$ cat src/rtl/eob_mmio_monitor.sv
// End-of-benchmark monitor: watches MMIO write-address traffic for a stop write, counts RUN
// cycles and writes, and tracks taint. Define EOB_TIMEOUT_EN to compile in the watchdog.
module eob_mmio_monitor #(
  parameter int unsigned          AddrWidth = 31,
  parameter int unsigned          CntWidth  = 32,
  parameter logic [AddrWidth-1:0] StopAddr  = 31'h0000_0000,
  parameter int unsigned          MaxCycles = 1_000_000
) (
  input  logic                 clk_i,
  input  logic                 rst_i,
  input  logic [AddrWidth-1:0] mmio_aw_addr_i,
  input  logic                 mmio_aw_valid_i,
  input  logic [AddrWidth-1:0] mmio_aw_addr_t0_i,
  input  logic                 mmio_aw_valid_t0_i,
  output logic                 done_o,
  output logic                 done_pulse_o,
  output logic                 timeout_o,
  output logic [CntWidth-1:0]  cycles_o,
  output logic [15:0]          wr_cnt_o,
  output logic [AddrWidth-1:0] last_addr_o,
  output logic                 taint_seen_o
);

  typedef enum logic [1:0] {
    StRun  = 2'd0,
`ifdef EOB_TIMEOUT_EN
    StDone = 2'd1,
    StTimeout = 2'd2
`else
    StDone = 2'd1
`endif
  } state_e;

  state_e               r_state;
  logic                 r_done;
  logic                 r_done_pulse;
  logic [CntWidth-1:0]  r_cycles;
  logic [15:0]          r_wr_cnt;
  logic [AddrWidth-1:0] r_last_addr;
  logic                 r_taint;

  logic                 w_stop;
  logic                 w_wr;
  logic                 w_taint;
  logic [CntWidth-1:0]  w_cycles_inc;
  logic [15:0]          w_wr_cnt_inc;

  assign w_stop       = mmio_aw_valid_i && (mmio_aw_addr_i == StopAddr);
  assign w_wr         = mmio_aw_valid_i && !w_stop;
  assign w_taint      = mmio_aw_valid_t0_i || (mmio_aw_valid_i && (|mmio_aw_addr_t0_i));
  // Both counters saturate rather than wrap.
  assign w_cycles_inc = (&r_cycles) ? r_cycles : r_cycles + CntWidth'(1);
  assign w_wr_cnt_inc = (&r_wr_cnt) ? r_wr_cnt : r_wr_cnt + 16'd1;

`ifdef EOB_TIMEOUT_EN
  logic w_limit;
  logic r_timeout;
  assign w_limit   = (r_cycles == CntWidth'(MaxCycles - 1));
  assign timeout_o = r_timeout;
`else
  assign timeout_o = 1'b0;
`endif

  always_ff @(posedge clk_i) begin
    if (rst_i) begin
      r_state      <= StRun;
      r_done       <= 1'b0;
      r_done_pulse <= 1'b0;
      r_cycles     <= '0;
      r_wr_cnt     <= '0;
      r_last_addr  <= '0;
      r_taint      <= 1'b0;
`ifdef EOB_TIMEOUT_EN
      r_timeout    <= 1'b0;
`endif
    end else begin
      r_done_pulse <= 1'b0;
      case (r_state)
        StRun: begin
          r_cycles <= w_cycles_inc;
          if (w_taint) begin
            r_taint <= 1'b1;
          end
          if (w_wr) begin
            r_wr_cnt    <= w_wr_cnt_inc;
            r_last_addr <= mmio_aw_addr_i;
          end
          // A stop write in the last allowed cycle beats the watchdog.
          if (w_stop) begin
            r_state      <= StDone;
            r_done       <= 1'b1;
            r_done_pulse <= 1'b1;
          end
`ifdef EOB_TIMEOUT_EN
          else if (w_limit) begin
            r_state   <= StTimeout;
            r_timeout <= 1'b1;
          end
`endif
        end
        default: begin
        end
      endcase
    end
  end

  assign done_o       = r_done;
  assign done_pulse_o = r_done_pulse;
  assign cycles_o     = r_cycles;
  assign wr_cnt_o     = r_wr_cnt;
  assign last_addr_o  = r_last_addr;
  assign taint_seen_o = r_taint;

endmodule

$ cat config.mk
export PLATFORM = sky130hd
export DESIGN_NAME = eob_mmio_monitor
export DESIGN_NICKNAME = d
export VERILOG_FILES = /design/src/rtl/eob_mmio_monitor.sv
export SDC_FILE = /design/constraint.sdc
export NUM_CORES = 1
export LEC_CHECK = 0
export CORE_MARGIN = 3
export CORE_UTILIZATION = 40
export CTS_CLUSTER_DIAMETER = 30
export DETAILED_ROUTE_END_ITERATION = 6
export PLACE_DENSITY = 0.78
export REMOVE_ABC_BUFFERS = 1
export SYNTH_ARGS = -nofsm -noshare
export SYNTH_HDL_FRONTEND = slang
export SYNTH_SLANG_ARGS = --single-unit
$ cat constraint.sdc
create_clock -name clk_i -period 2.2 [get_ports clk_i]
set_input_delay 0.66 -clock clk_i [delete_from_list [all_inputs] [get_ports clk_i]]
set_output_delay 0.66 -clock clk_i [all_outputs]
set_load 0.01 [all_outputs]
# ---- Word-level counts from Yosys, hierarchy flattened
# Cells that the tools add are included.
dict set report classes {
  n_addsub 2
  muxes 1
  bitwise_logic 3
  n_reduce_logical 16
}
# operator n
set op_table {}
lappend op_table {{adder 32 x 1 -> 32 bit, second input constant} 1}
lappend op_table {{AND reduction 32 bit} 1}
lappend op_table {{logical NOT 31 bit} 1}
lappend op_table {{OR reduction 31 bit} 1}
lappend op_table {{adder 16 x 1 -> 16 bit, second input constant} 1}
lappend op_table {{AND reduction 16 bit} 1}
lappend op_table {{AND reduction 2 bit} 4}
lappend op_table {{logical AND 1 bit} 3}
lappend op_table {{inverter 1 bit} 3}
lappend op_table {{AND reduction 3 bit} 1}
lappend op_table {{logical NOT 2 bit} 1}
lappend op_table {{OR reduction 2 bit} 1}
lappend op_table {{logical NOT 1 bit} 1}
lappend op_table {{logical OR 1 bit} 1}
lappend op_table {{2-to-1 mux 1 bit} 1}
dict set report word_totals {
  regBits 82
  inputBits 66
  output_inout_bits 83
  elab_cells 28
}

# ---- Logic depth before layout (Yosys ltp)
dict set report logic_depth {
  depth_word 5
  depth_mapped 8
  depth_no_buf 6
}

# ---- Worst setup path before layout
# Ideal clock, no wire load.
dict set report synth_timing {
  kind {input-to-reg}
  start {input mmio_aw_addr_i[30]}
  end {register r_last_addr[10], in the netlist last_addr_o[10]}
  setup_ns 0.128
  arrival_time_ns 1.965
  required_time_ns 2.072
  setup_slack_ns 0.107
  path_stages 7
  path_buffers 2
  path_cell_list {nor4_1 -> nand4_1 -> o21bai_2 -> buf_6 -> buf_6 -> mux2i_1 -> nor2_1}
}
dict set report synth_via {
  elab_chain_cells 5
}
# element line
set synth_lines {}
lappend synth_lines {{start: declaration} 11} ;# input logic [AddrWidth-1:0] mmio_aw_addr_i,
lappend synth_lines {{logical NOT 31 bit} 48} ;# assign w_stop = mmio_aw_valid_i && (mmio_aw_addr_i == StopAddr);
lappend synth_lines {{logical AND 1 bit} 48}
lappend synth_lines {{logical NOT 1 bit} 49} ;# assign w_wr = mmio_aw_valid_i && !w_stop;
lappend synth_lines {{logical AND 1 bit} 49}
lappend synth_lines {{AND reduction 2 bit (no line)} --}
lappend synth_lines {{end signal: assignment} 86} ;# r_last_addr <= mmio_aw_addr_i;
lappend synth_lines {{end: declaration} 39} ;# logic [AddrWidth-1:0] r_last_addr;
# No other way between the ends.
# A chain may end at the register's enable or synchronous reset.

# ---- Worst setup path in the final report
dict set report layout_timing {
  start {input mmio_aw_addr_i[16]}
  end {register r_last_addr[28], in the netlist last_addr_o[28]}
}
# The elaborated chain is that of the path after synthesis.

==> metrics.txt <==
status=completed; CP Launch Type=input port; WS Path Type=in -> reg; htree depth=3; pin count of the biggest net entering global routing=35; Final period util=0.993; critical path capture point type=flip-flop; area growth from synthesis to final layout=55.7%; Synth top area share=0.427; post-layout util=0.644; Core Box Area=0.00928 mm²; most frequent cells after synthesis=dfxtp_1, nor2_1, mux2i_1, a21oi_1, nor4_1; maxcap violations=0; Site Rows=35; Routed WL=11.1 mm; I/O pin cnt=149; top sig layer=met4; via-per-instance ratio=5.21; Yosys reg bits=82; DR pass1 iterations=4; met3 WL=619 µm; hold depth=1; Avg Cell Area, Syn=9.21 µm²; number of distinct library cells after synthesis=55; Detailed Place HPWL=8.07 mm; cell count after synthesis=417; Routed wire per std cell=15.3 µm; gp weighted congestion=0.839; clock root buffer=clkbuf_8; Final Worst Setup Slack=0.0150 ns; DRC=0; fin area=0.00598 mm²; endpoints failing setup=0; R2R Path End=wr_cnt_o[13]$_SDFFE_PP0P_; skew final=0.00729 ns; die area=0.0108 mm²; met1 WL=4.64 mm; GRT Total Usage=0.198; Crit path max-delay family=buffers and inverters; Max Freq=458 MHz; total CTS buffers=9; critical path fanouts, max=14; Buf+Inv Stages, Crit Path=3; share of cells above drive strength 1=0.141; relative slew slack=0.581; crit path cell chain=clkdlybuf4s50_1 -> nor3_1 -> nand4_1 -> o21bai_4 -> buf_4 -> clkbuf_16 -> mux2i_1 -> nor2_1; initial antenna violation count=0; number of diodes=0; number of fill cells=793; Hold Vio Cnt, Final=0; Tmin final=2.18 ns; WP data required=2.42 ns; post-synthesis sequential area ratio=0.427; Hold Buf Count CTS=0; crit path max-delay cell type=clkdlybuf4s50_1; Worst EP arrival=2.41 ns; slowest stage delay, CP=0.42 ns; clk sinks=82; nets=658; worst-margin pin slew=0.629 ns; synth top area cells=dfxtp_1, mux2i_1, nor2_1; Post-synth EDFFs=0; area leader, netlist=dfxtp_1; reg-to-reg slack, setup=0.13 ns; Max rail drop VDD=0.000378 V; Hold Path Class=reg -> reg; cell with the most instances after synthesis=dfxtp_1; leak pwr=2.34 nW; hold endpoint=taint_seen_o$_SDFFE_PP0P_; ys flop type=dfxtp_1; WHS=0.482 ns; max-slew violations=0; DIE WIDTH=104 µm; Clock Path Buffers=2; Detailed Route Iter0 Violations=101; vias in the first global route=3775; Pwr Density=527 mW/mm²; IO buf count=147; Warnings, synthesis=0; Mapped Area=0.00384 mm²; worst setup slack after placement=-0.477 ns; first-pass GRT wire length=18.1 mm; Vias=3774; gr ovfl total=0; clock latency on the worst-skew pair=0.34 ns; Reg2Reg Depth=6; Async SR Flop Fraction=0; Post-DP Area=0.00556 mm²; worst hold start=taint_seen_o$_SDFFE_PP0P_; setup TNS=0 ns; CTS tree=built; Antenna Violating Nets Remaining=0; Met2 Wirelength=5.69 mm; Die Y=104 µm; Starting Density=0.414; CTS clk-pin slew, worst paths=0.08 ns; Critical R2R Launch=wr_cnt_o[0]$_SDFFE_PP0P_
-- state kept, by name (all words and copies together) (netlist names) --
signal / count
wr_cnt_o: 16
cycles_o: 32
done_pulse_o: 1
last_addr_o: 31
done_o: 1
taint_seen_o: 1
-- metrics by stage --
step           std cells  total power (W)
6_report             724          0.00315
4_1_cts              716          0.00317
3_5_place_dp         700          0.00199
2_1_floorplan        397          0.00170
5_1_grt              724          0.00330
3_3_place_gp         700          0.00198
-- cell families after synthesis --
| family | synth area share |
|---|---|
| compound gates | 0.107 |
| xor+xnor | 0.0433 |
| fa+ha+maj | 0.00651 |
| buf+inv | 0.0433 |
| flops | 0.427 |
| mux | 0.0948 |
| other cells | 0.000976 |
| simple gates | 0.276 |
-- power by group --
group	switching [W]	internal (W)	leakage (nW)
Clock	0.000517	0.000667	0.109
Combinational	0.000160	0.000254	1.56
Sequential	0.0000288	0.00153	0.668
-- metal layers --
metal,vias to the layer above,track usage
met5,-,0
met4,0,0.0570
met3,12,0.0515
met2,113,0.347
met1,1780,0.239
li1,1869,-
-- cell type report --
| type | instances | area, µm² | area share |
|---|---|---|---|
| Inverter | 5 | 18.8 | 0.00314 |
| Timing Repair Buffer | 182 | 1830 | 0.307 |
| Clock buffer | 11 | 141 | 0.0236 |
| Multi-Input combinational cell | 310 | 2110 | 0.352 |
| Tap cell | 129 | 161 | 0.0270 |
| Sequential cell | 82 | 1640 | 0.274 |
| Clock inverter | 5 | 77.6 | 0.0130 |
-- layout by cell type, fill, tap and decap left out, drive strengths merged, types with 3 or more instances in the layout --
cell             n
dlygate4sd2     12
o31ai            3
and4             5
mux2i           33
nor4            22
nor3             6
xor2             7
and2             5
o21ai           17
mux2             3
o21a             3
clkbuf          13
nand4           20
or4              7
inv              5
and3             5
buf             34
a21oi           23
a2111oi          3
nand2           20
nand3           16
or3             16
nor2b            4
nor2            59
clkdlybuf4s50  120
dfxtp           82
xnor2           12
dlymetal6s2s    14
a31oi            3
-- worst reg2reg max path: cells and delay by family (launching register included) --
kind	cells	cell delay, ns
AO/OA/AOI/OAI	2	0.25
AND/OR/NAND/NOR	3	1.03
flip-flops	1	0.40
adder cells (fa/ha/maj)	1	0.25
-- worst max path at each step --
stage / cells after the start / startpoint / to / slack (ns)
floorplan: 5 / mmio_aw_addr_i[30] / wr_cnt_o[12]$_SDFFE_PP0P_ / -1.05
global placement: 7 / mmio_aw_addr_i[22] / last_addr_o[11]$_SDFFE_PP0P_ / -0.47
detailed placement: 7 / mmio_aw_addr_i[22] / last_addr_o[5]$_SDFFE_PP0P_ / -0.48
CTS: 7 / mmio_aw_addr_i[7] / wr_cnt_o[12]$_SDFFE_PP0P_ / -0.002
global route: 8 / mmio_aw_addr_i[9] / last_addr_o[28]$_SDFFE_PP0P_ / -0.12
finish: 8 / mmio_aw_addr_i[16] / last_addr_o[28]$_SDFFE_PP0P_ / 0.02
-- timing repair --
item	4_1_cts	5_1_grt
gates resized for setup	17	24
buffers inserted	0	6
endpoints found under the setup margin	42	46
pin swaps	2	11
cloned	0	2
Power figures use the tool's default switching activity.
